File: src/rtl/led_fader.sv
// led_fader: event-driven LED brightness envelope (rise / hold / fall).
// Single-cycle trigger strobes start or extend a brightness ramp that advances
// once per prescaler tick. The output bright feeds a downstream pwm block.
// Optional build macro LED_FADER_GAMMA_EN enables square-law brightness mapping;
// without it, bright is the raw level.

module led_fader #(
  parameter int unsigned BITS       = 8,
  parameter int unsigned STEP       = 1,
  parameter int unsigned HOLD_TICKS = 64
) (
  input  logic            clk,
  input  logic            reset,
  input  logic            tick,
  input  logic            trigger,
  output logic [BITS-1:0] bright,
  output logic            busy
);

  localparam logic [BITS-1:0] MAX_LEVEL = '1;
  localparam logic [BITS:0]   STEP_EXT  = (BITS+1)'(STEP);
  localparam logic [15:0]     HOLD_INIT = 16'(HOLD_TICKS);

  typedef enum logic [1:0] {
    StIdle,
    StRise,
    StHold,
    StFall
  } state_e;

  state_e          state_q, state_d;
  logic [BITS-1:0] level_q, level_d;
  logic [15:0]     hold_q, hold_d;
  logic [BITS-1:0] bright_d;

  // One extra bit so level+STEP cannot wrap before saturation.
  logic [BITS:0]   rise_sum;

  // Next-state, level and hold counter; trigger outranks tick except in RISE.
  always_comb begin
    state_d  = state_q;
    level_d  = level_q;
    hold_d   = hold_q;
    rise_sum = {1'b0, level_q} + STEP_EXT;

    unique case (state_q)
      StIdle: begin
        if (trigger) begin
          state_d = StRise;
        end
      end

      StRise: begin
        // Retriggering while rising has nothing to extend, so only tick matters.
        if (tick) begin
          if (rise_sum >= {1'b0, MAX_LEVEL}) begin
            level_d = MAX_LEVEL;
            state_d = StHold;
            hold_d  = HOLD_INIT;
          end else begin
            level_d = rise_sum[BITS-1:0];
          end
        end
      end

      StHold: begin
        if (trigger) begin
          hold_d = HOLD_INIT;
        end else if (tick) begin
          if (hold_q == 16'd0) begin
            state_d = StFall;
          end else begin
            hold_d = hold_q - 16'd1;
          end
        end
      end

      StFall: begin
        if (trigger) begin
          state_d = StRise;
        end else if (tick) begin
          if ({1'b0, level_q} <= STEP_EXT) begin
            level_d = '0;
            state_d = StIdle;
          end else begin
            level_d = level_q - STEP_EXT[BITS-1:0];
          end
        end
      end

      default: begin
        state_d = StIdle;
      end
    endcase
  end

  // Brightness mapping of the current level, registered below.
`ifdef LED_FADER_GAMMA_EN
  logic [2*BITS-1:0] level_sq;

  // Square-law dimming: keep the upper half of level*level.
  always_comb begin
    level_sq = {{BITS{1'b0}}, level_q} * {{BITS{1'b0}}, level_q};
    bright_d = BITS'(level_sq >> BITS);
  end
`else
  // Linear mapping: bright follows level directly.
  always_comb begin
    bright_d = level_q;
  end
`endif

  // State, level, hold counter and output register with async reset.
  always_ff @(posedge clk or posedge reset) begin
    if (reset) begin
      state_q <= StIdle;
      level_q <= '0;
      hold_q  <= 16'd0;
      bright  <= '0;
    end else begin
      state_q <= state_d;
      level_q <= level_d;
      hold_q  <= hold_d;
      bright  <= bright_d;
    end
  end

  // Decoded straight from the state register, no extra stage.
  assign busy = (state_q != StIdle);

endmodule

File: config.mk
export PLATFORM = sky130hd
export DESIGN_NAME = led_fader
export DESIGN_NICKNAME = d
export VERILOG_FILES = /design/src/rtl/led_fader.sv
export SDC_FILE = /design/constraint.sdc
export NUM_CORES = 1
export LEC_CHECK = 0
export BUFFER_PORTS_ARGS = -buffer_cell sky130_fd_sc_hd__buf_2
export CORE_ASPECT_RATIO = 1.1
export CORE_MARGIN = 4
export CORE_UTILIZATION = 50
export CTS_BUF_LIST = sky130_fd_sc_hd__clkbuf_8 sky130_fd_sc_hd__clkbuf_16
export CTS_CLUSTER_SIZE = 24
export DETAILED_ROUTE_END_ITERATION = 8
export MAX_ROUTING_LAYER = met4
export PLACE_DENSITY = 0.64
export SLEW_MARGIN = 20
export SYNTH_ARGS = -nofsm -noshare
export SYNTH_HDL_FRONTEND = slang
export SYNTH_SLANG_ARGS = --single-unit
File: constraint.sdc
create_clock -name clk -period 3.53 [get_ports clk]
set_clock_uncertainty 0.2 [all_clocks]
set_input_delay 0.353 -clock clk [delete_from_list [all_inputs] [get_ports clk]]
set_output_delay 0.353 -clock clk [all_outputs]
set_load 0.01 [all_outputs]
==> flow_summary.ini, run 1 <==
[run_status]
status = completed

[sta]
hold_viol = 0
setup_ws_ps = 723
relSlewSlack = 0.446
setup_violations = 0
max_freq_mhz = 356
rsz0062_at_grt = false
final.min_clock_period_ps = 2810
hold_ws_ps = 282
tightest_slew_ps = 827
tns_ps = 0
drv_slew = 0
min_period_over_period = 0.795

[power]
internal-power_mw = 1.01
clkPwrFrac = 0.159
p_comb_frac = 0.485
ir_drop_v = 0.000385
powerDensity_mw_per_mm2 = 791
finalPower_mw = 1.84
switching_share = 0.453
power.leakage_nw = 1.03
p_seq_frac = 0.356
p_switching_mw = 0.833

[flow_run]
drv_cap = 0

[yosys]
synth_edf_count = 0
yosysTopAreaCell = dfrtp_1
synth_fp_nets = 260
synth.distinct_cells = 50
syn-cell-area_mm2 = 0.00214
ys.flop_type = dfrtp_1
async_reset_ff_frac = 1.00
netlist_instances = 247
yosysWarnings = 0
synth-seq-cells = 34
synth_area_leaders = dfrtp_1 40%, o21ai_0 6.5%, ha_1 5.3%
synth_top_area_frac = 0.398
avgSynthCellArea_um2 = 8.66
yosysSeqAreaShare = 0.398

[drt]
viasPerCell = 6.03
antenna_left = 0
wl_per_cell_um = 14.8
first_pass_iters = 5
wl_um = 4590
drt-initial-drc-count = 129
num_vias = 1876
drc_errors = 0

[clocking]
path_clk_slew_ps = 70
cts.sinks = 34
cts_inserted_buffers = 5
clkLatencyLatePin_ps = 280
cts_resized = 0
cts_tree = built
cts_buffer_depth = 2
h-tree-depth = 2
cts_root_buf = clkbuf_8

[grt]
grt_pass1_wl_um = 7900
antenna_found_initial = 0
grt_pass1_vias = 1719
overflow = 0
globalRouteTotalUtil = 0.184
grt_max_degree = 35

[layout]
syn2layout_area_growth_pct = 8.60
final_area_mm2 = 0.00232
fin_cells = 311
antenna_cells = 0
fin_nets = 271
fillers = 390
final_layout_size_suffix_gt1_frac = 0.100
finish.utilization = 0.573

[placed_design]
dp_hpwl_um = 3280
place_ws_ps = 721
port_buffers = 12
placed_area_mm2 = 0.00222
dp.cells = 302
globalplace.congestion = 0.888

[floorplanning]
die_h_um = 76.6
die_w_um = 70.4
die_area_mm2 = 0.00539
start_util = 0.528
coreArea_mm2 = 0.00405
pin_count = 13
row_count = 24

[critical_path]
critPathSlowestCell = dfrtp_1
worst-setup-path-type = reg -> reg
cp-start-kind = register
worst_setup_path_end_kind = register
crit_chain = ha_1 -> nand3_1 -> xnor2_1 -> o2111ai_2 -> o31a_1 -> or2_1 -> o41ai_2
crit_fanout = 16
cp.required_ps = 3520
critPathArrivalTime_ps = 2790
max_stage_delay_ps = 520

[worst_hold_path]
hp-class = reg -> reg
per-layer routing:
layer  global-route usage  up-vias  routed length (um)
met1                0.229      880                2100
met2                0.272       38                2180
li1                     -      945                   -
met4               0.0996        0                 155
met5                    -        -                   0
met3               0.0435       13                 158
cell usage in the layout (no fill, tap or decap), types with 2 or more instances in the layout:
| cell type | count |
|---|---|
| o311ai_0 | 2 |
| xnor2_1 | 2 |
| nand4_1 | 3 |
| or3_1 | 4 |
| buf_4 | 3 |
| nor3_1 | 9 |
| or4_1 | 2 |
| ha_1 | 9 |
| o31a_1 | 3 |
| dfrtp_1 | 34 |
| buf_2 | 12 |
| o31ai_1 | 10 |
| nor2_1 | 19 |
| nor3b_1 | 2 |
| nand3_1 | 6 |
| nand2_1 | 15 |
| a22o_1 | 2 |
| a21o_1 | 2 |
| and3_1 | 3 |
| o22a_1 | 2 |
| nor4_1 | 4 |
| nand2b_1 | 5 |
| and2_1 | 2 |
| a211oi_1 | 3 |
| a31oi_1 | 10 |
| a21oi_1 | 18 |
| clkbuf_8 | 6 |
| inv_1 | 17 |
| o21ai_0 | 28 |
critical path, delay by kind of cell (launching register included):
| family | cells | cell delay, ps |
|---|---|---|
| fa+ha+maj | 1 | 280 |
| flops | 1 | 520 |
| xor+xnor | 1 | 220 |
| compound gates | 3 | 890 |
| simple gates | 2 | 610 |
cell usage after synthesis (4+ instances only):
library cell	count
a21oi_1	18
a31oi_1	10
clkbuf_1	8
dfrtp_1	34
ha_1	9
inv_1	16
nand2_1	15
nand2b_1	5
nand3_1	6
nor2_1	19
nor3_1	9
nor4_1	4
o21ai_0	28
o31ai_1	10
or3_1	4
final timing paths:
path | from | endpoint | slack [ps] | cells after the start
min in group asynchronous | reset | hold_q[12]$_DFFE_PP0P_ | 500 | 4
hold / removal | hold_q[9]$_DFFE_PP0P_ | hold_q[9]$_DFFE_PP0P_ | 280 | 1
max in group asynchronous | reset | bright_d[2]$_DFFE_PP0P_ | 2330 | 4
setup reg to reg | bright_d[0]$_DFFE_PP0P_ | hold_q[4]$_DFFE_PP0P_ | 720 | 7
setup / recovery | bright_d[0]$_DFFE_PP0P_ | hold_q[4]$_DFFE_PP0P_ | 720 | 7
hold reg to reg | hold_q[9]$_DFFE_PP0P_ | hold_q[9]$_DFFE_PP0P_ | 280 | 1
power groups by stage:
stage	clock network (mW)	registers (mW)	logic [mW]
2_1_floorplan	0	0.602	0.725
3_3_place_gp	0	0.663	0.890
3_5_place_dp	0	0.663	0.888
4_1_cts	0.303	0.654	0.894
5_1_grt	0.321	0.679	1.01
6_report	0.293	0.654	0.892
cells by family after synthesis:
logic type               Yosys count  synth area share
AO/OA/AOI/OAI                     94             0.288
XOR/XNOR                           2           0.00819
adder cells (fa/ha/maj)            9            0.0526
buffers and inverters             28            0.0585
flip-flops                        34             0.398
multiplexers                       1           0.00468
AND/OR/NAND/NOR                   79             0.190
repair_timing:
item | CTS | global route
hold endpoints to repair | 34 | 0
setup endpoints to repair | 0 | 0
setup buffers | 0 | 0
hold buffers | 1 | 0
state kept, by name, summed over array words and instances, names as in the netlist:
| name | cells |
|---|---|
| bright | 8 |
| bright_d | 8 |
| state_q | 2 |
| hold_q | 16 |
final cells by class:
type,count,area [um2],area share
clock buffers,6,82.6,0.0355
clock inverters,2,8.76,0.00377
inverters,16,60.1,0.0258
multi-input cells,185,1160,0.501
flip-flops and latches,34,851,0.366
well taps,52,65.1,0.0280
repair buffers,16,92.6,0.0398
Power figures use the tool's default switching activity.
==> run 2: changes to the inputs <==
- clock period: 3.53 -> 2.7 ns (I/O delays scaled with it)
==> run 2 against run 1 <==
First-iteration DRC count up 68%. Sequential share of layout area down 2.0 points. Combinational power up 56%. Clock-buffer cell count down 1. Hold slack worse by 97 ps. Critical path depth unchanged. Critical path type unchanged. Critical endpoint unchanged.
==> flow_summary.ini, run 2 (synthesized netlist as in run 1, its figures left out) <==
[drt]
antenna_left = 0
wl_per_cell_um = 15.7
viasPerCell = 6.16
num_vias = 2008
drc_errors = 0
wl_um = 5120
drt-initial-drc-count = 217
first_pass_iters = 4

[clocking]
cts_tree = built
cts_buffer_depth = 2
cts.sinks = 34
cts_inserted_buffers = 5
clkLatencyLatePin_ps = 280
cts_root_buf = clkbuf_8
path_clk_slew_ps = 70
h-tree-depth = 2

[floorplanning]
start_util = 0.528
die_area_mm2 = 0.00539
die_h_um = 76.6
die_w_um = 70.4
pin_count = 13
coreArea_mm2 = 0.00405
row_count = 24

[critical_path]
r2r_setup_slack_ps = 180
reg2reg_depth = 7
crit_fanout = 16
worst_setup_path_end_kind = register
cp-start-kind = register
cp.required_ps = 2680
worst-setup-path-type = reg -> reg
critPathArrivalTime_ps = 2500

[layout]
fin_cells = 326
largest_register_ffs = 16
final_layout_size_suffix_gt1_frac = 0.150
antenna_cells = 0
final_cell_mix = 34 x dfrtp_1, 28 x o21ai_0, 19 x nor2_1
syn2layout_area_growth_pct = 15.0
largest-register = hold_q
fin_nets = 286
final_area_mm2 = 0.00246
layout_commonest_cell = dfrtp_1

[placed_design]
dp_hpwl_um = 3860
dp.cells = 317
placed_area_mm2 = 0.00233
port_buffers = 12
globalplace.congestion = 0.895

[sta]
drv_slew = 0
tns_ps = 0
hold_viol = 0
setup_violations = 0
min_period_over_period = 0.934
final.min_clock_period_ps = 2520
tightest_slew_ps = 493
max_freq_mhz = 397
rsz0062_at_grt = false
relSlewSlack = 0.671
hold_ws_ps = 185

[power]
p_seq_frac = 0.306
p_switching_mw = 1.16
powerDensity_mw_per_mm2 = 1070
internal-power_mw = 1.48
clkPwrFrac = 0.170
switching_share = 0.440
p_comb_frac = 0.524
ir_drop_v = 0.000577
power.leakage_nw = 1.12

[run_status]
status = completed

[grt]
overflow = 0
grt_pass1_vias = 1852
grt_pass1_wl_um = 8870
antenna_found_initial = 0
grt_max_degree = 17
globalRouteTotalUtil = 0.206

[flow_run]
drv_cap = 0

[worst_hold_path]
min_delay_path_depth = 3
hp-class = in -> reg
run 2: worst max-delay path, cell delays in order, from the launching register on:
cell       delay (ps)
dfrtp_1           410
ha_1              250
nand3_1           170
xnor2_1           200
o2111ai_2         190
o31a_1            350
or2_4             330
o41ai_2           310
run 2: worst paths after layout:
path                                          from                     end
setup / recovery           bright_d[1]$_DFFE_PP0P_   hold_q[4]$_DFFE_PP0P_
hold / removal                             trigger  state_q[0]$_DFFE_PP0P_
setup reg to reg           bright_d[1]$_DFFE_PP0P_   hold_q[4]$_DFFE_PP0P_
hold reg to reg            bright_d[1]$_DFFE_PP0P_     bright[1]$_DFF_PP0_
max in group asynchronous                    reset     bright[1]$_DFF_PP0_
min in group asynchronous                    reset  hold_q[13]$_DFFE_PP0P_
run 2: final cells by class:
class	count	area [um2]
Clock inverter	3	37.5
Inverter	16	60.1
Timing Repair Buffer	31	205
Tap cell	52	65.1
Fill cell	376	1590
Multi-Input combinational cell	185	1170
Clock buffer	5	68.8
Sequential cell	34	851
run 2: power groups by stage:
stage | Combinational, mW | Sequential [mW] | Clock, mW
final | 1.39 | 0.808 | 0.450
after CTS | 1.37 | 0.808 | 0.460
after global routing | 1.56 | 0.834 | 0.485
after detailed placement | 1.36 | 0.816 | 0
after global placement | 1.34 | 0.813 | 0
after floorplan | 0.947 | 0.787 | 0
run 2: through the flow:
| step | setup slack (ps) | util | power, mW |
|---|---|---|---|
| after floorplan | 194 | - | 1.73 |
| after global routing | 25.5 | 0.607 | 2.88 |
| final | 180 | 0.607 | 2.64 |
| after global placement | 125 | 0.576 | 2.15 |
| after CTS | 26.6 | 0.605 | 2.64 |
| after detailed placement | 41.5 | 0.576 | 2.18 |
run 2: what timing repair did:
action                                  in CTS  in global routing
resized for setup                            0                  3
hold buffers                                 1                  0
setup buffers                                0                  0
hold endpoints to repair                    12                  0
endpoints found under the setup margin       0                 17
run 2: metal layers:
layer | vias to the layer above | wire [um] | global-route usage
met1 | 963 | 2320 | 0.263
met2 | 58 | 2520 | 0.320
met3 | 10 | 179 | 0.0369
li1 | 977 | - | -
met5 | - | 0 | -
met4 | 0 | 102 | 0.0843
==> run 3: changes to the inputs <==
- ABC_AREA: unset -> 1
- PLACE_DENSITY: 0.64 -> 0.63
==> run 3 against run 2 <==
Core utilization shrank 3.1 points. Hold slack better by 77 ps. Area after synthesis is 7.0% higher. Clock-buffer cell count stayed put. Critical path depth rose by 4. Clock power grew 3%. Synthesized cell count is 28% higher. Combinational power up 45%. Largest cell class unchanged. Highest routed layer unchanged.
==> flow_summary.ini, run 3 <==
[run_status]
status = completed

[critical_path]
reg2reg_to = hold_q[6]$_DFFE_PP0P_
cp.required_ps = 2680
worst-setup-path-type = reg -> reg
cp-start-kind = register
worst_setup_path_end_kind = register
critPathLaunch = bright_d[1]$_DFFE_PP0P_
critPathArrivalTime_ps = 2300
r2r_setup_slack_ps = 390
reg2reg_from = bright_d[1]$_DFFE_PP0P_
crit_end = hold_q[6]$_DFFE_PP0P_
reg2reg_depth = 11
crit_fanout = 16

[grt]
grt_pass1_vias = 2009
antenna_found_initial = 0
grt_max_degree = 35
overflow = 0
grt_pass1_wl_um = 9090
globalRouteTotalUtil = 0.206

[layout]
fin_cells = 388
final_cell_mix = 84 x nand2_1, 42 x nor2_1, 40 x inv_1
syn2layout_area_growth_pct = 9.40
fin_nets = 346
largest_register_ffs = 16
final_area_mm2 = 0.00250
layout_commonest_cell = nand2_1
antenna_cells = 0
final_layout_size_suffix_gt1_frac = 0.120
largest-register = hold_q

[yosys]
synth_compound_area_frac = 0.0727
ys.flop_type = dfrtp_1
synth_area_leaders = dfrtp_1 37%, nand2_1 14%, nand3_1 7.0%
synth_top_area_frac = 0.372
synth_simple_gate_area_share = 0.357
synth_most_common_cell = nand2_1
async_reset_ff_frac = 1.00
synth_common_cells = 84 x nand2_1, 42 x nor2_1, 40 x inv_1
yosysWarnings = 0
synth-xor-area-share = 0.0574
synth_top_family_by_area = simple AND/OR/NAND/NOR gates
syn-cell-area_mm2 = 0.00229
netlist_instances = 315
synth-seq-cells = 34
synth_edf_count = 0
synth.distinct_cells = 30
yosysSeqAreaShare = 0.372
synth_fp_nets = 328
synth_fa_ha_area_frac = 0.0492
avgSynthCellArea_um2 = 7.27
yosysTopAreaCell = dfrtp_1
synthMuxAreaShare = 0

[placed_design]
port_buffers = 12
globalplace.congestion = 0.873
dp.cells = 379
placed_area_mm2 = 0.00239
dp_hpwl_um = 3590

[clocking]
cts.sinks = 34
cts_tree = built
cts_setup_buffers = 0
cts_inserted_buffers = 5
cts_root_buf = clkbuf_8
path_clk_slew_ps = 70
clkLatencyLatePin_ps = 290
cts_buffer_depth = 2
h-tree-depth = 2

[drt]
drt-initial-drc-count = 130
wl_um = 5090
antenna_left = 0
num_vias = 2023
wl_met2_um = 2670
wl_met1_um = 2180
routed.top_layer = met4
met3_length_um = 173
first_pass_iters = 4
wl_per_cell_um = 13.1
drc_errors = 0
viasPerCell = 5.21

[sta]
final.min_clock_period_ps = 2310
hold_ws_ps = 262
hold_viol = 0
tns_ps = 0
min_period_over_period = 0.857
relSlewSlack = 0.702
max_freq_mhz = 432
tightest_slew_ps = 448
setup_violations = 0
drv_slew = 0
rsz0062_at_grt = false

[power]
powerDensity_mw_per_mm2 = 1370
finalPower_mw = 3.43
power.leakage_nw = 1.36
ir_drop_v = 0.000702

[floorplanning]
coreArea_mm2 = 0.00435
pin_count = 13
die_area_mm2 = 0.00573
die_w_um = 72.5
start_util = 0.527
row_count = 25
die_h_um = 79.0

[flow_run]
drv_cap = 0

[worst_hold_path]
hp-class = in -> reg
[run 3: changes by cell type in the layout (fill, tap and decap cells not counted), sizes merged, moves of 10 or more]
| cell | before | now |
|---|---|---|
| buf | 30 | 16 |
| inv | 18 | 40 |
| nand2 | 15 | 87 |
| nand3 | 6 | 35 |
| nor2 | 19 | 46 |
| o21ai | 28 | 9 |
| o31ai | 10 | 0 |
| xor2 | 0 | 11 |
[run 3: what timing repair did]
item,4_1_cts,5_1_grt
endpoints found under the hold margin,34,0
gates resized for setup,0,0
endpoints found under the setup margin,0,0
hold buffers,1,0
[run 3: cell families after synthesis]
family / after synthesis
buffers and inverters: 46
and+or+nand+nor: 183
xor gates and xnor gates: 15
adders and majority gates: 9
AOI/OAI and AO/OA: 28
DFF: 34
[run 3: area by class of cell]
class / count / area [um2]
clock inverters: 3 / 40.0
repair buffers: 17 / 100
clock buffers: 5 / 68.8
flip-flops and latches: 34 / 851
multi-input cells: 235 / 1230
inverters: 40 / 150
well taps: 54 / 67.6
fillers: 419 / 1840
[run 3: worst min path at each step]
stage / startpoint / to / slack (ps) / cells after the start
3_3_place_gp: reset / hold_q[2]$_DFFE_PP0P_ / 190 / 3
4_1_cts: trigger / hold_q[15]$_DFFE_PP0P_ / 260 / 6
2_1_floorplan: bright_d[2]$_DFFE_PP0P_ / bright[2]$_DFF_PP0_ / 150 / 0
5_1_grt: bright_d[6]$_DFFE_PP0P_ / bright[6]$_DFF_PP0_ / 290 / 0
6_report: trigger / hold_q[15]$_DFFE_PP0P_ / 260 / 6
3_5_place_dp: reset / hold_q[2]$_DFFE_PP0P_ / 190 / 3
[run 3: routing by layer]
metal  up-vias  global-route usage
li1       1044                   -
met1       940               0.232
met2        33               0.356
met3         6              0.0443
met4         0              0.0756
met5         -                   -
[run 3: worst max-delay path, stage by stage, from the launching register on]
cell,delay (ps)
dfrtp_1,470
ha_1,230
nand2_1,80
inv_1,90
nor2_1,140
nand3_1,100
nor2_2,160
nand3_2,150
nand4_2,170
nand2_2,230
nand2_1,120
nand2_1,60
[run 3: report_power, final]
group | switching (mW) | internal [mW]
Clock | 0.192 | 0.272
Sequential | 0.228 | 0.723
Combinational | 1.28 | 0.732
Total | 1.70 | 1.73
[run 3: metrics by stage]
step / util / setup slack (ps)
floorplan: - / 649
global placement: 0.549 / 457
detailed placement: 0.549 / 381
CTS: 0.576 / 385
global route: 0.576 / 103
finish: 0.576 / 386
